===== config.mk =====
export PLATFORM = sky130hd
export DESIGN_NAME = tcdm_bank_arb
export DESIGN_NICKNAME = d
export VERILOG_FILES = /design/src/rtl/tcdm_bank_arb.sv
export SDC_FILE = /design/constraint.sdc
export NUM_CORES = 1
export LEC_CHECK = 0
export ABC_AREA = 1
export CAP_MARGIN = 20
export CORE_AREA = 10 10 296 298
export CTS_CLUSTER_SIZE = 14
export DETAILED_ROUTE_END_ITERATION = 6
export DIE_AREA = 0 0 306 308
export GPL_TIMING_DRIVEN = 0
export HOLD_SLACK_MARGIN = 0.15
export MAX_ROUTING_LAYER = met4
export PLACE_DENSITY = 0.4
export SYNTH_ARGS = -nofsm -noshare
export SYNTH_HDL_FRONTEND = slang
export SYNTH_SLANG_ARGS = --single-unit

===== constraint.sdc =====
create_clock -name clk_i -period 4.3 [get_ports clk_i]
set_input_delay 0.86 -clock clk_i [delete_from_list [all_inputs] [get_ports clk_i]]
set_output_delay 0.86 -clock clk_i [all_outputs]
set_load 0.03 [all_outputs]

===== src/rtl/tcdm_bank_arb.sv =====
// tcdm_bank_arb
// Arbitrates NumMaster initiators onto one single-ported TCDM bank and
// routes the bank's one-cycle-latency response back to the granted initiator.
//
// Ports:
//   clk_i, rst_ni          clock, synchronous active-low reset
//   arb_policy_i           0 = round-robin, 1 = fixed priority (lowest index)
//   req_i/add_i/wen_i/
//   wdata_i/be_i           per-initiator request fields
//   gnt_o                  one-hot grant (combinational, follows gnt_i)
//   vld_o/rdata_o          per-initiator response, one cycle after handshake
//   req_o/add_o/wen_o/
//   wdata_o/be_o, gnt_i    bank request side
//   rdata_i                bank read data
//   cnt_clr_i              clears the conflict counter
//   conflict_cnt_o         cycles with two or more simultaneous requests
//
// Build option: define TCDM_BANK_ARB_PERF_EN to instantiate the saturating
// conflict counter; otherwise conflict_cnt_o is tied to zero.

module tcdm_bank_arb #(
  parameter int unsigned NumMaster    = 8,
  parameter int unsigned DataWidth    = 32,
  parameter int unsigned BeWidth      = DataWidth / 8,
  parameter int unsigned AddrMemWidth = 12,
  parameter int unsigned CntWidth     = 16
) (
  input  logic                                    clk_i,
  input  logic                                    rst_ni,
  input  logic                                    arb_policy_i,
  input  logic [NumMaster-1:0]                    req_i,
  input  logic [NumMaster-1:0][AddrMemWidth-1:0]  add_i,
  input  logic [NumMaster-1:0]                    wen_i,
  input  logic [NumMaster-1:0][DataWidth-1:0]     wdata_i,
  input  logic [NumMaster-1:0][BeWidth-1:0]       be_i,
  output logic [NumMaster-1:0]                    gnt_o,
  output logic [NumMaster-1:0]                    vld_o,
  output logic [NumMaster-1:0][DataWidth-1:0]     rdata_o,
  output logic                                    req_o,
  input  logic                                    gnt_i,
  output logic [AddrMemWidth-1:0]                 add_o,
  output logic                                    wen_o,
  output logic [DataWidth-1:0]                    wdata_o,
  output logic [BeWidth-1:0]                      be_o,
  input  logic [DataWidth-1:0]                    rdata_i,
  input  logic                                    cnt_clr_i,
  output logic [CntWidth-1:0]                     conflict_cnt_o
);

  localparam int unsigned IdxW = $clog2(NumMaster);

  logic [IdxW-1:0]      ptr_q, ptr_d;
  logic [IdxW-1:0]      rr_idx, fp_idx, win_idx;
  logic                 rr_found;
  logic                 hs;
  logic                 vld_q;
  logic [NumMaster-1:0] id_q;

  // Round-robin: first requester at or above ptr_q, wrapping to 0.
  always_comb begin
    rr_idx   = '0;
    rr_found = 1'b0;
    for (int i = 0; i < NumMaster; i++) begin
      if (!rr_found && req_i[(int'(ptr_q) + i) % NumMaster]) begin
        rr_found = 1'b1;
        rr_idx   = IdxW'((int'(ptr_q) + i) % NumMaster);
      end
    end
  end

  // Fixed priority: lowest requesting index wins (scan downward, last hit sticks).
  always_comb begin
    fp_idx = '0;
    for (int i = NumMaster - 1; i >= 0; i--) begin
      if (req_i[i]) fp_idx = IdxW'(i);
    end
  end

  assign win_idx = arb_policy_i ? fp_idx : rr_idx;
  assign req_o   = |req_i;
  assign hs      = req_o & gnt_i;

  assign add_o   = add_i[win_idx];
  assign wen_o   = wen_i[win_idx];
  assign wdata_o = wdata_i[win_idx];
  assign be_o    = be_i[win_idx];

  always_comb begin
    gnt_o = '0;
    for (int k = 0; k < NumMaster; k++) begin
      gnt_o[k] = hs && (win_idx == IdxW'(k));
    end
  end

  // Pointer only moves on a completed round-robin handshake; stalls and
  // fixed-priority cycles leave it where it was.
  always_comb begin
    ptr_d = ptr_q;
    if (hs && !arb_policy_i) begin
      ptr_d = (win_idx == IdxW'(NumMaster - 1)) ? '0 : win_idx + IdxW'(1);
    end
  end

  always_ff @(posedge clk_i) begin
    if (!rst_ni) begin
      ptr_q <= '0;
      vld_q <= 1'b0;
      id_q  <= '0;
    end else begin
      ptr_q <= ptr_d;
      vld_q <= hs;
      id_q  <= gnt_o;
    end
  end

  assign vld_o = vld_q ? id_q : '0;

  always_comb begin
    rdata_o = '0;
    for (int k = 0; k < NumMaster; k++) begin
      rdata_o[k] = rdata_i;
    end
  end

`ifdef TCDM_BANK_ARB_PERF_EN
  logic [CntWidth-1:0] cnt_q, cnt_d;
  logic                multi_req;

  // Clearing the lowest set bit leaves something only if two or more are set.
  assign multi_req = |(req_i & (req_i - NumMaster'(1)));

  always_comb begin
    cnt_d = cnt_q;
    if (cnt_clr_i) begin
      cnt_d = '0;
    end else if (multi_req && (cnt_q != '1)) begin
      cnt_d = cnt_q + CntWidth'(1);
    end
  end

  always_ff @(posedge clk_i) begin
    if (!rst_ni) begin
      cnt_q <= '0;
    end else begin
      cnt_q <= cnt_d;
    end
  end

  assign conflict_cnt_o = cnt_q;
`else
  logic unused_cnt_clr;
  assign unused_cnt_clr = cnt_clr_i;
  assign conflict_cnt_o = '0;
`endif

endmodule

=== Yosys cells after proc, flatten, opt, wreduce, memory -nomap -nowiden ===
Cells that the tools add are included.

* Register bits: 12
* Output and inout bits: 338
* Logic and storage cells: 104
* Input bits: 437

* Muxes and demuxes: 50
* Equality and inequality tests: 7
* Bitwise operators: 1
* Reduce and logical (&&, ||, !) cells: 26
* Order comparisons: 9
* Add/sub/neg operators: 8

{| class="wikitable"
|+ Operators by type and width
! cell !! count
|-
| $bmux 32 s3 || 1
|-
| $mux 3 || 18
|-
| $bmux 12 s3 || 1
|-
| $lt 3x4->1 const B || 9
|-
| $mux 32 || 1
|-
| $bmux 1 s3 || 9
|-
| $logic_and 1x1->1 || 16
|-
| $mux 1 || 16
|-
| $add 3x3->3 const B || 4
|-
| $bmux 4 s3 || 1
|-
| $eq 3x3->1 const B || 4
|-
| $mux 12 || 1
|-
| $logic_not 1->1 || 8
|-
| $mux 8 || 1
|-
| $reduce_or 8->1 || 1
|-
| $add 3x1->3 const B || 2
|-
| $add 3x2->3 const B || 2
|-
| $eq 3x2->1 const B || 2
|-
| $mux 4 || 1
|-
| $eq 3x1->1 const B || 1
|-
| $logic_not 3->1 || 1
|-
| $and 1x1->1 || 1
|}

=== Depth between registers and ports, before layout ===
* Word-level depth: 27
* Depth in mapped cells: 23
* Gate-level depth less buffers: 20

=== Worst setup path after synthesis ===
No wires, ideal clock.

* Kind: reg-to-output
* Start: register ptr_q[1]
* End: output port gnt_o[0]
* Slack: 0.357 ns
* Data required time: 3.440 ns
* Data arrival time: 3.083 ns
* Stages on the path, launching flop included: 21
* Cell sequence: dfxtp_1 buf_6 inv_2 ha_1 inv_2 nand3_1 nand3_1 nand2_1 nor2_4 nand3_1 nand2_1 inv_1 nor2_1 nand3_1 nand3_4 nand2_2 buf_6 buf_6 inv_2 nand2_2 nor3_1

* Longest elaborated chain between the ends: 27

{| class="wikitable"
|+ RTL lines
! what !! RTL line !! RTL
|-
| from (decl) || 52 || <nowiki>logic [IdxW-1:0] ptr_q, ptr_d;</nowiki>
|-
| from (signal assigned) || 110 || <nowiki>ptr_q <= ptr_d;</nowiki>
|-
| branches (longest 23 deep; another with $add 3x1->3) || - ||
|-
| $mux 3 * || 64 || <nowiki>if (!rr_found && req_i[(int'(ptr_q) + i) % NumMaster]) begin</nowiki>
|-
| $mux 3 * || 79 || <nowiki>assign win_idx = arb_policy_i ? fp_idx : rr_idx;</nowiki>
|-
| $logic_not 3->1 * || 91 || <nowiki>gnt_o[k] = hs && (win_idx == IdxW'(k));</nowiki>
|-
| $logic_and 1x1->1 * || 91 ||
|-
| to (decl) || 36 || <nowiki>output logic [NumMaster-1:0] gnt_o,</nowiki>
|}

Every way passes the cells marked *. The select of a mux whose other input is x is not followed.

=== Worst setup path after layout ===
* Start: register ptr_q[0]
* End: output port add_o[2]

* Longest elaborated chain between the ends: 27

{| class="wikitable"
|+ RTL lines
! what !! RTL line !! RTL
|-
| branches (longest 23 deep; another with $add 3x1->3) || - ||
|-
| $mux 3 * || 64 ||
|-
| $mux 3 * || 79 ||
|-
| $bmux 12 s3 * || 83 || <nowiki>assign add_o = add_i[win_idx];</nowiki>
|-
| $mux 12 (implied by the code) * || 83 ||
|-
| to (decl) || 41 || <nowiki>output logic [AddrMemWidth-1:0] add_o,</nowiki>
|}

Marks and branches as above.

==> results.cfg <==
[die]
die_w_um = 306
ioPinCount = 775
dieArea_mm2 = 0.09425
dieHeight_um = 308
core_mm2 = 0.08158
std_cell_rows = 105
start_util_pct = 10.29

[power]
p_leak_nw = 9.493
power_per_cell_area_mw_per_mm2 = 268.3
ir_worst_vdd_uv = 76.41

[timing]
slew_violations = 0
rsz0062_at_grt = true
period_share_pct = 99.11
tightest_slew_ps = 712.4
setup_violations = 0
hold_viol = 0
skew_ps = 4.374
relSlewSlack_pct = 52.51
period_needed_ps = 4262
max_freq_mhz = 234.7

[finish]
stdcell_area_mm2 = 0.01929
fin_cells = 3528
drive_above_1_share_pct = 28.39
area_growth_pct = 129.8
fin_nets = 2897

[critical_path]
critPathMaxFanout = 6
r2r_end = ptr_q[2]
arrival_ps = 3400
rr_startpoint = ptr_q[0]
reg2reg_depth = 21
crit_chain = clkinv_8 > ha_4 > inv_6 > buf_6 > nand3_2 > nand2_2 > nand2_2 > nand2_4 > nand4_4 > nor2_4 > nand3_2 > nand3_2 > nand3_4 > nand2_8 > buf_12 > buf_12 > buf_12 > nand2_2 > nand2_2 > nand2_1 > nand2_1 > nand2_1 > nand2_1 > buf_6
slowest_delay_ps = 390
r2r_slack_ps = 1230
cp-start-kind = flip-flop
slowest_stage = dfxtp_4
cp.required_ps = 3440
crit_type = reg2out
crit_path_end_kind = output port

[logic_synthesis]
synth_seq_area_share_pct = 2.862
ys_warn_count = 0
yosys-top-cells-area = nand2_1, buf_4, nand3_1
synthDistinctLibCells = 35
synth_edf_count = 0
synth_seq_cells = 12
synth_flop_cell = dfxtp_1
syn_area_mm2 = 0.008394
avgSynthCellArea_um2 = 5.036
yosys.area.top_type = nand2_1
synth-async-reset-ratio_pct = 0
synth_cells = 1667
synthTopCellsByCount = nand2_1, buf_4, nand3_1, inv_1, nand3b_1
yosysMostFrequentCell = nand2_1
synth_top_area_share_pct = 31.21

[clock_network]
cts_max_level = 1
cts_tree = yes
clk-insertion-delay-late_ps = 240
cts_root_buffer = clkbuf_16
cts.sinks = 12
path_clk_slew_ps = 50
cts_buffer_depth = 2
postCtsHoldBufs = 0
numCtsBuffers = 3

[drt]
dr_total_vias = 12783
wire_per_inst_um = 21.91
dr.pass1.iters = 6
drt_iter0_drc = 556
remaining_drc_errors = 0
ant_nets = 0
totalWireLength_um = 77300
via_per_inst = 3.623

[placed_design]
dp_hpwl_um = 64980
dp_cells = 3480
place.gp.congestion = 0.8584
placed_area_mm2 = 0.01710
io_buffer_count = 725

[hold_path]
hp-class = reg2reg
hold_depth = 3
hp-start = ptr_q[2]
min_to = ptr_q[2]

[global_route]
grt_pass1_vias = 13271
grt.total_usage_pct = 15.54
antenna_found_initial = 5
grt_pass1_wl_um = 102400
grt_overflow_total = 0
grt_max_degree = 11

[job]
maxCapViolations = 0

[run_status]
run_status = completed
-- layer usage --
metal  GRT usage [%]  routed length (µm)  vias up
met2           27.41               38250      495
met4          0.8324                 690        0
li1                -                   -     6422
met3           3.316                4614       37
met5               -                   0        -
met1           18.78               33740     5829
-- power breakdown --
part / switching (W) / internal, W
logic: 0.00283 / 0.00205
registers: 0.00000354 / 0.000118
clock network: 0.0000499 / 0.000121
total: 0.00288 / 0.00229
-- repair_timing --
item / in CTS / in global routing
pin swaps: 39 / 86
buffers inserted: 22 / 13
endpoints found under the setup margin: 57 / 57
resized for setup: 606 / 291
gates cloned: 4 / 8
-- cells in the final DEF (no fill, tap or decap), types with 18 or more instances in the layout --
master / synthesis / final
nand2_1: 698 / 554
inv_1: 170 / 168
buf_4: 282 / 328
nand3_1: 279 / 241
buf_12: 0 / 27
buf_2: 35 / 18
nand2_2: 6 / 104
nand2_4: 0 / 43
nand3_2: 1 / 27
buf_6: 13 / 57
nor2_1: 28 / 27
clkdlybuf4s50_1: 0 / 660
nand3b_1: 49 / 49
-- state kept, by name (all words and copies together) (netlist names) --
| register | count |
|---|---|
| id_q | 8 |
| ptr_q | 3 |
| vld_q | 1 |
-- logic make-up (layout without fill, tap and decap cells) --
family | count (synthesis) | count (layout) | synth area share, %
other cells | 1 | 19 | 0.04467
compound gates | 16 | 16 | 1.073
flops | 12 | 12 | 2.862
xor+xnor | 4 | 4 | 0.5964
fa+ha+maj | 3 | 3 | 0.4472
simple gates | 1082 | 1082 | 56.13
buf+inv | 549 | 1322 | 38.84
-- metrics by stage --
step	total power, W	worst slack (ps)	hold WS (ps)	setup TNS [ps]	utilization [%]
6_report	0.005176	38.47	767.2	0	23.64
5_1_grt	0.005561	-160.9	838.0	-4216	23.64
4_1_cts	0.004816	0.3548	746.2	0	22.18
3_5_place_dp	0.004289	-1801	725.3	-87220	20.95
3_3_place_gp	0.004289	-3211	724.5	-138990	20.89
2_1_floorplan	0.002326	356.9	664.3	0	-
-- critical path: cells and delay by family (launching register included) --
family / cells / cell delay, ps
simple gates: 16 / 1600
flops: 1 / 390
fa+ha+maj: 1 / 290
buf+inv: 7 / 820
-- cell type report --
| cell class | count | area, µm² |
|---|---|---|
| well taps | 1070 | 1339 |
| flip-flops and latches | 12 | 245.2 |
| diodes | 3 | 7.507 |
| clock buffers | 3 | 75.07 |
| plain buffers | 368 | 3045 |
| repair buffers | 773 | 7944 |
| multi-input cells | 1121 | 5931 |
| inverters | 178 | 701.9 |
| fillers | 9416 | 62300 |
-- how the worst max path moves through the flow --
| stage | startpoint | end | slack (ps) | cells after the start |
|---|---|---|---|---|
| after CTS | ptr_q[1] | wdata_o[26] | 0.4 | 26 |
| after floorplan | ptr_q[1] | gnt_o[0] | 360 | 20 |
| after detailed placement | req_i[1] | be_o[2] | -1800 | 21 |
| after global placement | req_i[6] | be_o[0] | -3210 | 15 |
| after global routing | ptr_q[1] | be_o[2] | -160 | 25 |
| final | ptr_q[0] | add_o[2] | 40 | 24 |
Note: power is estimated with default switching activity, not from simulation.
